$ cat config.mk
export PLATFORM = sky130hd
export DESIGN_NAME = ex_mem_elastic_stage
export DESIGN_NICKNAME = d
export VERILOG_FILES = /design/src/rtl/ex_mem_elastic_stage_pkg.sv /design/src/rtl/pipe_skid_entry.sv /design/src/rtl/ex_mem_elastic_stage.sv
export SDC_FILE = /design/constraint.sdc
export NUM_CORES = 1
export LEC_CHECK = 0
export ABC_AREA = 1
export CORE_ASPECT_RATIO = 0.5
export CORE_UTILIZATION = 52
export DETAILED_ROUTE_END_ITERATION = 10
export PLACE_DENSITY_LB_ADDON = 0.2
export SYNTH_ARGS = -nofsm -noshare
export SYNTH_HDL_FRONTEND = slang
export SYNTH_SLANG_ARGS = --single-unit
$ cat constraint.sdc
create_clock -name Clk -period 2 [get_ports Clk]
set_input_delay 0.3 -clock Clk [delete_from_list [all_inputs] [get_ports Clk]]
set_output_delay 0.3 -clock Clk [all_outputs]
set_load 0.01 [all_outputs]
$ cat src/rtl/ex_mem_elastic_stage_pkg.sv
// Shared EX/MEM pipeline definitions: control bundle layout, occupancy encoding, NOP word.
package ex_mem_elastic_stage_pkg;

  // Control bundle {RegWrite, MemtoReg, Branch, MemRead, MemWrite}, MSB first
  localparam int unsigned CTRL_BUNDLE_W = 5;
  localparam int unsigned CTRL_REGWRITE = 4;
  localparam int unsigned CTRL_MEMTOREG = 3;
  localparam int unsigned CTRL_BRANCH   = 2;
  localparam int unsigned CTRL_MEMREAD  = 1;
  localparam int unsigned CTRL_MEMWRITE = 0;

  // Stage occupancy: how many of the OUT/SKID entries hold live instructions
  typedef enum logic [1:0] {
    EMPTY = 2'd0,
    ONE   = 2'd1,
    TWO   = 2'd2
  } occ_e;

  localparam logic [31:0] NOP_INSTR = 32'h0;

endpackage

$ cat src/rtl/pipe_skid_entry.sv
// Payload register with load enable and asynchronous clear; one pipeline slot.
module pipe_skid_entry #(
  parameter int unsigned WIDTH = 1
) (
  input  logic             i_clk,
  input  logic             i_rst_n,
  input  logic             i_load,
  input  logic [WIDTH-1:0] i_d,
  output logic [WIDTH-1:0] o_q
);

  logic [WIDTH-1:0] r_q;

  // Capture payload on load; clear to zero on reset
  always_ff @(posedge i_clk or negedge i_rst_n) begin
    if (!i_rst_n) begin
      r_q <= '0;
    end else if (i_load) begin
      r_q <= i_d;
    end
  end

  assign o_q = r_q;

endmodule

$ cat src/rtl/ex_mem_elastic_stage.sv
// EX->MEM elastic pipeline register: valid/ready handshake, 2-entry skid buffer, flush.
// Ready_EX is registered so MEM stalls never form a combinational path back into EX.
import ex_mem_elastic_stage_pkg::*;

module ex_mem_elastic_stage #(
  parameter int unsigned DATA_W     = 32,
  parameter int unsigned REG_ADDR_W = 5,
  parameter int unsigned CTRL_W     = CTRL_BUNDLE_W
) (
  input  logic                  Clk,
  input  logic                  Reset_n,
  input  logic                  Valid_EX,
  output logic                  Ready_EX,
  input  logic                  Flush,
  input  logic [CTRL_W-1:0]     Ctrl_EX,
  input  logic [DATA_W-1:0]     Branch_Dest_EX,
  input  logic                  Zero_EX,
  input  logic [DATA_W-1:0]     ALU_Result_EX,
  input  logic [DATA_W-1:0]     Write_Data_EX,
  input  logic [REG_ADDR_W-1:0] Write_Reg_EX,
  input  logic [DATA_W-1:0]     Instruction_EX,
  output logic                  Valid_MEM,
  input  logic                  Ready_MEM,
  output logic [CTRL_W-1:0]     Ctrl_MEM,
  output logic [DATA_W-1:0]     Branch_Dest_MEM,
  output logic                  Zero_MEM,
  output logic [DATA_W-1:0]     ALU_Result_MEM,
  output logic [DATA_W-1:0]     Write_Data_MEM,
  output logic [REG_ADDR_W-1:0] Write_Reg_MEM,
  output logic [DATA_W-1:0]     Instruction_MEM
);

  localparam int unsigned PAY_W = CTRL_W + 4 * DATA_W + 1 + REG_ADDR_W;

  occ_e             r_state;
  occ_e             w_state_d;
  logic             r_valid;
  logic             r_ready;
  logic             w_xfer_in;
  logic             w_xfer_out;
  logic             w_load_out;
  logic             w_load_skid;
  logic             w_out_from_skid;
  logic [PAY_W-1:0] w_in_payload;
  logic [PAY_W-1:0] w_out_d;
  logic [PAY_W-1:0] w_out_q;
  logic [PAY_W-1:0] w_skid_q;
  logic [CTRL_W-1:0] w_ctrl_out;

  assign w_in_payload = {Ctrl_EX, Branch_Dest_EX, Zero_EX, ALU_Result_EX, Write_Data_EX,
                         Write_Reg_EX, Instruction_EX};

  assign w_xfer_in  = Valid_EX & r_ready & ~Flush;
  assign w_xfer_out = r_valid & Ready_MEM;

  // Occupancy next-state and entry load decisions
  always_comb begin
    w_state_d       = r_state;
    w_load_out      = 1'b0;
    w_load_skid     = 1'b0;
    w_out_from_skid = 1'b0;
    unique case (r_state)
      EMPTY: begin
        if (w_xfer_in) begin
          w_state_d  = ONE;
          w_load_out = 1'b1;
        end
      end
      ONE: begin
        if (w_xfer_in && w_xfer_out) begin
          w_load_out = 1'b1;
        end else if (w_xfer_in) begin
          w_state_d   = TWO;
          w_load_skid = 1'b1;
        end else if (w_xfer_out) begin
          w_state_d = EMPTY;
        end
      end
      TWO: begin
        // Flush kills the younger SKID entry; OUT is the resolving instruction and stays
        if (Flush) begin
          w_state_d = w_xfer_out ? EMPTY : ONE;
        end else if (w_xfer_out) begin
          w_state_d       = ONE;
          w_load_out      = 1'b1;
          w_out_from_skid = 1'b1;
        end
      end
      default: w_state_d = EMPTY;
    endcase
  end

  assign w_out_d = w_out_from_skid ? w_skid_q : w_in_payload;

  // State plus valid/ready flags, all registered from the next state
  always_ff @(posedge Clk or negedge Reset_n) begin
    if (!Reset_n) begin
      r_state <= EMPTY;
      r_valid <= 1'b0;
      r_ready <= 1'b1;
    end else begin
      r_state <= w_state_d;
      r_valid <= (w_state_d != EMPTY);
      r_ready <= (w_state_d != TWO);
    end
  end

  pipe_skid_entry #(
    .WIDTH (PAY_W)
  ) u_out_entry (
    .i_clk   (Clk),
    .i_rst_n (Reset_n),
    .i_load  (w_load_out),
    .i_d     (w_out_d),
    .o_q     (w_out_q)
  );

  pipe_skid_entry #(
    .WIDTH (PAY_W)
  ) u_skid_entry (
    .i_clk   (Clk),
    .i_rst_n (Reset_n),
    .i_load  (w_load_skid),
    .i_d     (w_in_payload),
    .o_q     (w_skid_q)
  );

  assign {w_ctrl_out, Branch_Dest_MEM, Zero_MEM, ALU_Result_MEM, Write_Data_MEM,
          Write_Reg_MEM, Instruction_MEM} = w_out_q;

  // A bubble must never write the register file or memory
  assign Ctrl_MEM  = r_valid ? w_ctrl_out : '0;
  assign Valid_MEM = r_valid;
  assign Ready_EX  = r_ready;

endmodule

==> results.ini, run 1 <==
[critical_path]
crit_slowest_cell = clkdlybuf4s50_1
required_ps = 1700
slowest_delay_ps = 530
r2r-start = Ready_EX$_DFF_PN1_
critPathMaxFanout = 6
cp-start-kind = flip-flop
cp_cell_sequence = nand2_1 -> inv_1 -> clkdlybuf4s50_1
crit_start = Valid_MEM$_DFF_PN0_
criticalPathCategory = flip-flop to output pin
end_kind = output pin
critical_path_arrival_ps = 1630

[yosys]
ys.flop_type = dfrtp_1
synthMuxAreaShare_pct = 0
ys_seq_area_share_pct = 49.6
netlist_top_cells_count = nand2_1, dfrtp_1, inv_1
synth_area_leaders = dfrtp_1, nand2_1, buf_4
syn_area_mm2 = 0.0142
synth.most_common_cell = nand2_1
synth_top_area_share_pct = 49.4
synth_top_family_by_area = simple AND/OR/NAND/NOR gates
synth_top_area_cell = dfrtp_1
synth-simple-area-share_pct = 30.4
yosys.area_share.xor_xnor_pct = 0
syn_inst = 1842
synth.distinct_cells = 18
avgSynthCellArea_um2 = 7.72
syn-num-nets = 1986
synth-edff-count = 0
synth-async-reset-ratio_pct = 100
synth_fa_ha_area_share_pct = 0
ys_ff_latch = 282
synth_compound_area_share_pct = 4.92
ys_warn_count = 0

[clock_network]
insertion_delay_ps = 560
cts_max_level = 1
cts.sinks = 282
cts_root_buffer = clkbuf_16
clkTransAtPathRegs_ps = 70
cts_made_buffers = 27
cts_tree = done
clock_path_buffers = 3

[detailed_routing]
drt_iter0_markers = 996
vias = 12159
dr.pass1.iters = 5
viasPerCell = 5.24
routedWlPerCell_um = 15.8
ant_nets = 0
drc = 0
totalWireLength_um = 36700

[floorplanning]
ios = 285
core-area_mm2 = 0.0266
die_area_mm2 = 0.0281
die_h_um = 119
row_count = 42
die_x_um = 236
start_util_pct = 53.4

[timing]
timing.fmax_mhz = 519
slew_headroom_pct = 66.1
final-hold-violation-count = 0
maxSlewViolCount = 0
min_period_ps = 1930
setup_viol = 0
fin_tns_setup_ps = 0
fin_crit_sh_pct = 96.3
tightest_slew_ps = 508
grt_setup_unrepaired = no
worst_clock_skew_ps = 19.4

[pwr]
p_int_mw = 15.4
vdd_drop_max_mv = 0.600
power_density_mw_per_mm2 = 1310
power_mw = 23.2
p_comb_share_pct = 35.7
pwr-share-clk_pct = 21.8
p_seq_share_pct = 42.4
p_sw_share_pct = 33.8
switching_power_mw = 7.84
leakagePower_nw = 9.30

[cells_and_area]
fill_cells = 2233
num-nets-final = 2095
final_cells = 2320
fin_area_mm2 = 0.0178
regArea_mm2 = 0.00706
multi_input_area_mm2 = 0.00506
area_growth_pct = 24.8
layout-drive-gt1-share_pct = 5.90

[global_route]
grt_pass1_vias = 11616
grt_pass1_wl_um = 60700
grt.overflow.total = 0
groute.usage.overall_pct = 26.6
grt_max_degree = 102
antenna_found_initial = 1

[place]
dp_hpwl_um = 23900
dp_cells = 2271
place.port_buffers = 284
gp_congestion = 0.817
dpl-instance-area_mm2 = 0.0169

[run_status]
status = finished, final reports clean

[run]
maxCapViolations = 0

[min_path]
hold_path_class = input pin to asynchronous set/reset pin

[registers in the layout, indices dropped and copies added (netlist names)]
signal and flops:
u_out_entry.o_q 139, Ready_EX 1, u_skid_entry.o_q 139, r_state 2
Valid_MEM 1
[power by group through the flow]
stage	registers [mW]	logic [mW]	clock network (mW)
finish	9.84	8.29	5.06
global route	10.1	9.19	5.40
CTS	9.82	8.36	5.15
detailed placement	9.88	8.32	0
global placement	9.84	8.11	0
floorplan	9.46	5.81	0
[per-stage QoR]
step / hold WS (ps) / utilization [%] / setup WS, ps
after global placement: 232 / 63.4 / -8.86
after detailed placement: 233 / 63.4 / -37.7
final: 259 / 66.7 / 73.6
after global routing: 279 / 66.7 / 14.8
after CTS: 241 / 66.6 / 7.82
after floorplan: 4.41 / - / 441
[final cells by class]
type                            instances  area share [%]
Sequential cell                       282            39.7
Antenna cell                            1          0.0141
Multi-Input combinational cell       1142            28.5
Clock buffer                           37            4.35
Clock inverter                          8           0.409
Timing Repair Buffer                  348            21.3
Inverter                              150            3.18
Tap cell                              352            2.48
[cells in the final DEF (no fill, tap or decap)]
cell | netlist | final
buf_12 | 0 | 36
buf_4 | 136 | 27
buf_8 | 0 | 1
bufinv_16 | 0 | 1
clkbuf_1 | 58 | 4
clkbuf_16 | 0 | 27
clkbuf_8 | 0 | 6
clkdlybuf4s50_1 | 0 | 279
clkinv_2 | 0 | 5
dfrtp_1 | 281 | 280
dfrtp_2 | 0 | 1
dfstp_2 | 1 | 1
diode_2 | 0 | 1
dlygate4sd2_1 | 0 | 2
dlygate4sd3_1 | 0 | 1
dlymetal6s2s_1 | 0 | 2
inv_1 | 149 | 149
inv_4 | 0 | 1
inv_6 | 0 | 2
nand2_1 | 709 | 709
nand2_2 | 2 | 1
nand2_4 | 1 | 1
nand2_8 | 0 | 1
nand3_1 | 142 | 142
nand3_4 | 0 | 3
nand4_1 | 139 | 139
nor2_1 | 4 | 4
nor2_2 | 1 | 1
nor2_4 | 1 | 1
o21ai_0 | 140 | 140
[worst paths after layout]
| kind | end | slack, ps | cells past startpoint |
|---|---|---|---|
| worst max-delay path | Ctrl_MEM[2] | 70 | 3 |
| worst min-delay path | u_out_entry.o_q[121]$_DFFE_PN0P_ | 260 | 2 |
| worst max register to register | u_skid_entry.o_q[58]$_DFFE_PN0P_ | 200 | 7 |
| worst min register to register | u_skid_entry.o_q[135]$_DFFE_PN0P_ | 480 | 2 |
| max in group asynchronous | u_out_entry.o_q[58]$_DFFE_PN0P_ | 1030 | 3 |
| min in group Clk | u_skid_entry.o_q[43]$_DFFE_PN0P_ | 330 | 3 |
[worst max-delay path, delay by kind of cell (launching register included)]
kind	cells	cell delay (ps)
buffers and inverters	2	600
flip-flops	1	420
AND/OR/NAND/NOR	1	70
[timing repair]
| action | in CTS | in global routing |
|---|---|---|
| setup buffers | 0 | 2 |
| endpoints found under the setup margin | 5 | 4 |
| hold endpoints to repair | 40 | 0 |
| hold buffers | 1 | 0 |
| resized for setup | 3 | 2 |
[cells by family after synthesis]
| family | count (synthesis) |
|---|---|
| AO/OA/AOI/OAI | 140 |
| buffers and inverters | 418 |
| flip-flops | 282 |
| AND/OR/NAND/NOR | 1002 |
[routing by layer]
metal | vias up | part of all wire, % | GRT usage, %
li1 | 5961 | - | -
met1 | 5769 | 46 | 37.9
met2 | 367 | 46 | 42.4
met3 | 62 | 5.4 | 3.99
met4 | 0 | 2.6 | 7.23
met5 | - | 0 | 0
Note: power is estimated with default switching activity, not from simulation.
==> inputs of run 2 (changes only) <==
Settings changed: HOLD_SLACK_MARGIN set to 0.05.
==> results of run 2 <==
The final DEF is identical to that of run 1; final timing and power are the same.
